==> config.mk <==
export PLATFORM = sky130hd
export DESIGN_NAME = alu_exec_unit
export DESIGN_NICKNAME = d
export VERILOG_FILES = /design/src/rtl/alu_exec_unit.sv
export SDC_FILE = /design/constraint.sdc
export NUM_CORES = 1
export LEC_CHECK = 0
export CAP_MARGIN = 10
export CELL_PAD_IN_SITES_DETAIL_PLACEMENT = 0
export CELL_PAD_IN_SITES_GLOBAL_PLACEMENT = 1
export CORE_ASPECT_RATIO = 2
export CORE_MARGIN = 2
export CORE_UTILIZATION = 37
export CTS_CLUSTER_DIAMETER = 120
export DETAILED_ROUTE_END_ITERATION = 10
export GPL_ROUTABILITY_DRIVEN = 0
export GPL_TIMING_DRIVEN = 0
export PLACE_DENSITY_LB_ADDON = 0.08
export SYNTH_ARGS = -nofsm -noshare
export SYNTH_HDL_FRONTEND = slang
export SYNTH_SLANG_ARGS = --single-unit
==> constraint.sdc <==
create_clock -name clk -period 6 [get_ports clk]
set_input_delay 1.2 -clock clk [delete_from_list [all_inputs] [get_ports clk]]
set_output_delay 1.2 -clock clk [all_outputs]
set_load 0.05 [all_outputs]
==> src/rtl/alu_exec_unit.sv <==
// EX-stage execution unit: single-cycle AND/OR/ADD/SUB, iterative shift-add MUL and restoring DIV.
// Optional MUL/DIV datapath is built only when ALU_MULDIV_EN is defined; otherwise those codes act as NOP.
module alu_exec_unit #(
  parameter int WIDTH = 32
) (
  input  logic             clk,
  input  logic             rst,
  input  logic [3:0]       alu_ctrl,
  input  logic [WIDTH-1:0] op_a,
  input  logic [WIDTH-1:0] op_b,
  input  logic             in_valid,
  output logic             in_ready,
  output logic [WIDTH-1:0] result,
  output logic             out_valid,
  output logic             zero,
  output logic             div_by_zero,
  output logic [1:0]       state_dbg
);

  // Handshake: a request is taken on a rising edge where in_valid && in_ready;
  // in_ready is high only in IDLE, and out_valid is a single-cycle pulse per accepted request.
  localparam logic [3:0] CTRL_AND = 4'b0000;
  localparam logic [3:0] CTRL_OR  = 4'b0001;
  localparam logic [3:0] CTRL_ADD = 4'b0010;
  localparam logic [3:0] CTRL_SUB = 4'b0110;

`ifdef ALU_MULDIV_EN
  localparam logic [3:0] CTRL_MUL = 4'b1000;
  localparam logic [3:0] CTRL_DIV = 4'b1100;
  localparam int         CW       = $clog2(WIDTH);

  typedef enum logic [1:0] {S_IDLE = 2'd0, S_MUL = 2'd1, S_DIV = 2'd2, S_DONE = 2'd3} state_t;
`else
  typedef enum logic [1:0] {S_IDLE = 2'd0, S_DONE = 2'd3} state_t;
`endif

  state_t           state;
  logic [WIDTH-1:0] alu_res;

  function automatic logic [WIDTH-1:0] alu_op(input logic [3:0] ctrl,
                                              input logic [WIDTH-1:0] a,
                                              input logic [WIDTH-1:0] b);
    case (ctrl)
      CTRL_AND: alu_op = a & b;
      CTRL_OR:  alu_op = a | b;
      CTRL_ADD: alu_op = a + b;
      CTRL_SUB: alu_op = a - b;
      default:  alu_op = '0;
    endcase
  endfunction

  always_comb alu_res = alu_op(alu_ctrl, op_a, op_b);

  assign state_dbg = state;

`ifdef ALU_MULDIV_EN
  // acc: product accumulator (MUL) or partial remainder (DIV).
  // opa_q: shifting multiplicand (MUL) or dividend/quotient shift register (DIV).
  // opb_q: shifting multiplier (MUL) or fixed divisor (DIV).
  logic [WIDTH-1:0] acc, opa_q, opb_q;
  logic [CW-1:0]    cnt;
  logic [WIDTH-1:0] mul_acc_nx, div_rem_nx, div_quo_nx;
  logic [WIDTH:0]   div_sh;
  logic             div_ge;

  always_comb begin
    mul_acc_nx = opb_q[0] ? (acc + opa_q) : acc;
    div_sh     = {acc, opa_q[WIDTH-1]};
    div_ge     = (div_sh >= {1'b0, opb_q});
    // A successful trial subtraction is always below the divisor, so WIDTH bits hold it.
    div_rem_nx = div_ge ? (div_sh[WIDTH-1:0] - opb_q) : div_sh[WIDTH-1:0];
    div_quo_nx = {opa_q[WIDTH-2:0], div_ge};
  end

  always_ff @(posedge clk) begin
    if (rst) begin
      state       <= S_IDLE;
      in_ready    <= 1'b1;
      result      <= '0;
      out_valid   <= 1'b0;
      zero        <= 1'b0;
      div_by_zero <= 1'b0;
      acc         <= '0;
      opa_q       <= '0;
      opb_q       <= '0;
      cnt         <= '0;
    end else begin
      case (state)
        S_IDLE: begin
          out_valid <= 1'b0;
          if (in_valid) begin
            in_ready <= 1'b0;
            acc      <= '0;
            opa_q    <= op_a;
            opb_q    <= op_b;
            cnt      <= '0;
            if (alu_ctrl == CTRL_MUL) begin
              state <= S_MUL;
            end else if (alu_ctrl == CTRL_DIV) begin
              state <= S_DIV;
            end else begin
              result      <= alu_res;
              zero        <= (alu_res == '0);
              div_by_zero <= 1'b0;
              out_valid   <= 1'b1;
              state       <= S_DONE;
            end
          end
        end
        S_MUL: begin
          acc   <= mul_acc_nx;
          opa_q <= opa_q << 1;
          opb_q <= opb_q >> 1;
          cnt   <= cnt + CW'(1);
          if (cnt == CW'(WIDTH - 1)) begin
            result      <= mul_acc_nx;
            zero        <= (mul_acc_nx == '0);
            div_by_zero <= 1'b0;
            out_valid   <= 1'b1;
            state       <= S_DONE;
          end
        end
        S_DIV: begin
          if (opb_q == '0) begin
            result      <= '1;
            zero        <= 1'b0;
            div_by_zero <= 1'b1;
            out_valid   <= 1'b1;
            state       <= S_DONE;
          end else begin
            acc   <= div_rem_nx;
            opa_q <= div_quo_nx;
            cnt   <= cnt + CW'(1);
            if (cnt == CW'(WIDTH - 1)) begin
              result      <= div_quo_nx;
              zero        <= (div_quo_nx == '0);
              div_by_zero <= 1'b0;
              out_valid   <= 1'b1;
              state       <= S_DONE;
            end
          end
        end
        S_DONE: begin
          out_valid <= 1'b0;
          in_ready  <= 1'b1;
          state     <= S_IDLE;
        end
        default: begin
          out_valid <= 1'b0;
          in_ready  <= 1'b1;
          state     <= S_IDLE;
        end
      endcase
    end
  end
`else
  assign div_by_zero = 1'b0;

  always_ff @(posedge clk) begin
    if (rst) begin
      state     <= S_IDLE;
      in_ready  <= 1'b1;
      result    <= '0;
      out_valid <= 1'b0;
      zero      <= 1'b0;
    end else begin
      case (state)
        S_IDLE: begin
          out_valid <= 1'b0;
          if (in_valid) begin
            in_ready  <= 1'b0;
            result    <= alu_res;
            zero      <= (alu_res == '0);
            out_valid <= 1'b1;
            state     <= S_DONE;
          end
        end
        S_DONE: begin
          out_valid <= 1'b0;
          in_ready  <= 1'b1;
          state     <= S_IDLE;
        end
        default: begin
          out_valid <= 1'b0;
          in_ready  <= 1'b1;
          state     <= S_IDLE;
        end
      endcase
    end
  end
`endif

endmodule

### After elaboration in Yosys (flattened, before gate mapping)

Index checks and enable logic that the tools add are counted.

| storage, ports and cells | value |
|---|---|
| register bits | 36 |
| output and inout port bits | 38 |

| cells by class | value |
|---|---|
| add/subtract/negate cells | 2 |
| equal/unequal tests | 3 |
| muxes and demuxes | 2 |
| bitwise logic cells | 3 |
| reduce and logical (&&, ||, !) cells | 5 |

Operators with widths:

| kind | count |
|---|---|
| $pmux 32 s4 | 1 |
| $add 32x32->32 | 1 |
| $and 32x32->32 | 1 |
| $logic_not 32->1 | 1 |
| $or 32x32->32 | 1 |
| $sub 32x32->32 | 1 |
| $eq 4x1->1 const B | 1 |
| $eq 4x2->1 const B | 1 |
| $eq 4x3->1 const B | 1 |
| $logic_not 4->1 | 1 |
| $logic_not 2->1 | 1 |
| $reduce_and 2->1 | 1 |
| $reduce_or 2->1 | 1 |
| $mux 1 | 1 |
| $not 1->1 | 1 |

### Longest topological paths before layout

| depth | value |
|---|---|
| depth after elaboration | 3 |
| mapped depth | 20 |
| mapped depth without buffers | 20 |

### Worst setup path before layout

No wires, ideal clock.

| timing | value |
|---|---|
| kind | input port to flip-flop |
| from | in alu_ctrl[0] |
| to | reg zero |
| arrival | 5.449 ns |
| data required time | 5.904 ns |
| path slack | 0.455 ns |
| stages | 19 |
| path through | clkbuf_1 > nor3b_1 > clkbuf_1 > clkbuf_1 > clkbuf_1 > nand2_1 > clkbuf_1 > nand2_1 > xor2_1 > ha_1 > a21o_1 > a221o_1 > a311oi_2 > and2_4 > nor4_1 > or3_4 > nor4_2 > nand4_1 > o41ai_2 |

| on the way | value |
|---|---|
| word-level cells in the longest chain between the ends | 3 |
| elaborated cells on any way between the ends | 6 |
| those cells by class | eq/ne (3); mux (1); reduce/logical (2) |

RTL lines:

| what | RTL line | source |
|---|---|---|
| start, declared | 8 | `input logic [3:0] alu_ctrl,` |
| $eq 4x3->1, or another cell as far along | 43 | `case (ctrl)` |
| $pmux 32 s4 * | 43 |  |
| $logic_not 32->1 * | 173 | `zero <= (alu_res == '0);` |
| end signal, assigned | 173 |  |
| end, declared | 15 | `output logic zero,` |

Every way passes the cells marked *; elsewhere a longest branch is shown, timed or not.
A chain may end at the register's enable or synchronous reset.

### Worst setup path in the final report

| timing | value |
|---|---|
| from | in alu_ctrl[1] |
| to | reg zero |

The elaborated chain is that of the path after synthesis.

==> impl_results.md <==
* Finished Layout Cells at 942
* Row cnt at 59
* Transition time of the tightest slew-check pin at 0.822 ns
* Leak Pwr at approximately 0.0024 uW
* Num CTS Buffers at 5
* DR top layer: met4
* CORE AREA at 0.0129 mm^2
* Netlist cell types at 74
* Slew headroom at 43.8%
* WS Path Type: primary input to register
* Vias at 5780
* Commonest cells after routing, fill and taps aside: clkdlybuf4s50_1 (103), nor2_1 (72), nand2_1 (52), a21oi_1 (51), dfxtp_1 (36)
* Total gr overflow at 0
* Crit start category: primary input
* WL met3 at 926 um
* FF+latch count, synth at 36
* Via-to-Cell Ratio at 6.14
* Setup_tns at 0 ns
* Ratio of final minimum period to clock period at 96.6%
* Crit path arrival time at slightly below 6 ns
* Total Wirelength at 20.3 mm
* CP Cell Sequence: clkdlybuf4s50_1 -> nor3b_4 -> buf_8 -> buf_6 -> buf_6 -> nand2_4 -> clkbuf_8 -> nand2_1 -> xor2_1 -> ha_1 -> a21o_1 -> a221o_1 -> a311oi_2 -> and2_4 -> buf_4 -> mux2i_1 -> nand4_1 -> nor4_2 -> nand4_1 -> o41ai_2
* Initial antenna violation count at 0
* Tot Pwr at 1170 uW
* Crit Path Max Fanout at 10
* I/O Pins at 109
* Met1 WL at 7.28 mm
* CTS tree: done
* Peak supply drop at roughly 0.00021 V
* Die area at about 0.014 mm^2
* Die Span X at ~85 um
* Layout Skew at approximately 0.0051 ns
* Most common cell after layout, fill and taps aside: clkdlybuf4s50_1
* Pwr per Cell Area at roughly 180 mW/mm^2
* Share of layout cells above drive strength 1 at 7.34%
* Critical path's largest stage delay at 0.54 ns
* # nets final at 895
* Synth Net Count at between 700 and 800
* Residual DRC at 0
* DR iter-0 viols at 407
* Global-route wire length before repair at approximately 31 mm
* Cell Area, Synth at 0.00487 mm^2
* CTS max path bufs at 2
* Port Buffers at 103
* RSZ-0062 raised after global routing: true
* H-tree Lvls at 2
* Area Growth Syn to Fin at 32.8%
* Pre-CTS WS at -2.14 ns
* Wire per inst at 21.5 um
* 1st-pass router iterations at 6
* Dominant synthesized flop cell: dfxtp_1
* Max Freq at between 150 and 200 MHz
* Min-delay worst type: register to register
* CTS sink cnt at 36
* Initial Util at 37.7%
* Minimum clock period after layout at around 5.8 ns
* Fillcell total at 1346
* Worst Slack Setup Final at 0.206 ns
* Seq/Total Area, Yosys at 14.8%
* Clock root buffer: clkbuf_16
* Die Span Y at 166 um
* Routed Antenna Nets at 0
* Clk_lat worst skew at 0.28 ns
* Vias in the first global route at 5661
* Final Max Slew Viols at 0
* Placed Cells incl. Taps at 927
* Hpwl dp at 17.1 mm
* Antenna Cells at 0
* Cells after Synth at 671
* Largest net degree at the start of global routing at 12
* Detail Route met2 WL at 10.9 mm
* Mapped Avg Cell Area at between 7 and 8 um^2
* CTS clk-pin slew, worst paths at 0.06 ns
* Slowest-stage cell, CP: clkdlybuf4s50_1
* Final Hold Fails at 0
* CP Capture Type: register
* Max_cap viols at 0
* Ys async rst share at 0%
* Yosys warnings at 0
* # setup viols final at 0
* CP required at 6.18 ns
* Status: finished, final reports clean
* Post-synth EDFFs at 0
* Final core utilization at 50.1%
* Total GRT Usage at about 28%
## metal layers
metal	GRT usage [%]	vias up
li1	-	2760
met1	29.5	2738
met2	53.4	216
met3	1.94	66
met4	13.9	0
met5	0	-
## through the flow
stage | area, um^2 | hold WS, ns
floorplan | 4870 | 0.663
global placement | 6090 | 0.445
detailed placement | 6110 | 0.449
CTS | 6400 | 0.457
global route | 6470 | 0.471
finish | 6470 | 0.455
## final timing paths
kind | cells after the start | startpoint | slack, ns | endpoint
hold reg to reg | 2 | result[8] | 0.46 | result[8]
hold / removal | 2 | result[8] | 0.46 | result[8]
setup reg to reg | 9 | state_dbg[0] | 3.68 | zero
setup / recovery | 20 | alu_ctrl[1] | 0.21 | zero
## area by class of cell
class	count	area [um^2]	area share, %
Inverter	11	41.3	0.639
Buffer	44	226	3.50
Clock buffer	6	129	1.99
Multi-Input combinational cell	579	4020	62.2
Sequential cell	36	721	11.1
Tap cell	152	190	2.94
Timing Repair Buffer	112	1100	17.0
Clock inverter	2	35.0	0.542
## sequential cells by signal, indices dropped and copies added, names as in the netlist
signal	flops
result	32
in_ready	1
out_valid	1
state_dbg	1
zero	1
## worst max-delay path: cells and delay by family
| kind | cells | cell delay (ns) |
|---|---|---|
| compound gates | 4 | 1.29 |
| mux | 1 | 0.35 |
| fa+ha+maj | 1 | 0.30 |
| buf+inv | 6 | 1.41 |
| simple gates | 7 | 1.26 |
| xor+xnor | 1 | 0.16 |
## cell families after synthesis
| family | count (synthesis) | synth area share [%] |
|---|---|---|
| multiplexers | 7 | 1.44 |
| AND/OR/NAND/NOR | 247 | 25.4 |
| flip-flops | 36 | 14.8 |
| AO/OA/AOI/OAI | 223 | 31.8 |
| adder cells (fa/ha/maj) | 60 | 14.3 |
| buffers and inverters | 56 | 4.80 |
| other | 1 | 0.0770 |
| XOR/XNOR | 41 | 7.37 |
## timing repair
item,CTS,global route
cloned,0,0
pin swaps,2,5
endpoints found under the setup margin,30,2
hold buffers,0,0
gates resized for setup,23,13
setup buffers,4,4
## cells in the mapped netlist, drive strengths merged (3+ instances only)
cell	count	area [um^2]
a2111oi	3	26.3
a211o	5	43.8
a211oi	28	210
a21boi	4	30.0
a21o	11	82.6
a21oi	54	274
a22o	3	26.3
a31oi	3	18.8
and2	11	71.3
and3	8	50.1
and4	4	35.0
buf	10	61.3
clkbuf	35	131
dfxtp	36	721
ha	34	425
inv	11	41.3
maj3	25	250
mux2i	7	70.1
nand2	54	205
nand2b	7	43.8
nand3	13	65.1
nand3b	4	30.0
nand4	11	68.8
nor2	72	270
nor2b	5	31.3
nor3	25	125
nor3b	4	30.0
nor4	10	68.8
o2111ai	5	43.8
o211ai	7	57.6
o21a	12	90.1
o21ai	40	200
o21bai	4	30.0
o22a	3	26.3
o311ai	4	35.0
o31a	4	35.0
o31ai	11	96.3
or3	10	72.6
or4	4	30.0
xnor2	23	201
xor2	18	158
## report_power, final
group / internal (uW) / switching, uW / total, uW
Combinational: 244 / 370 / 614
Clock: 195 / 97.6 / 293
Sequential: 256 / 8.72 / 265
Note: power is estimated with default switching activity, not from simulation.
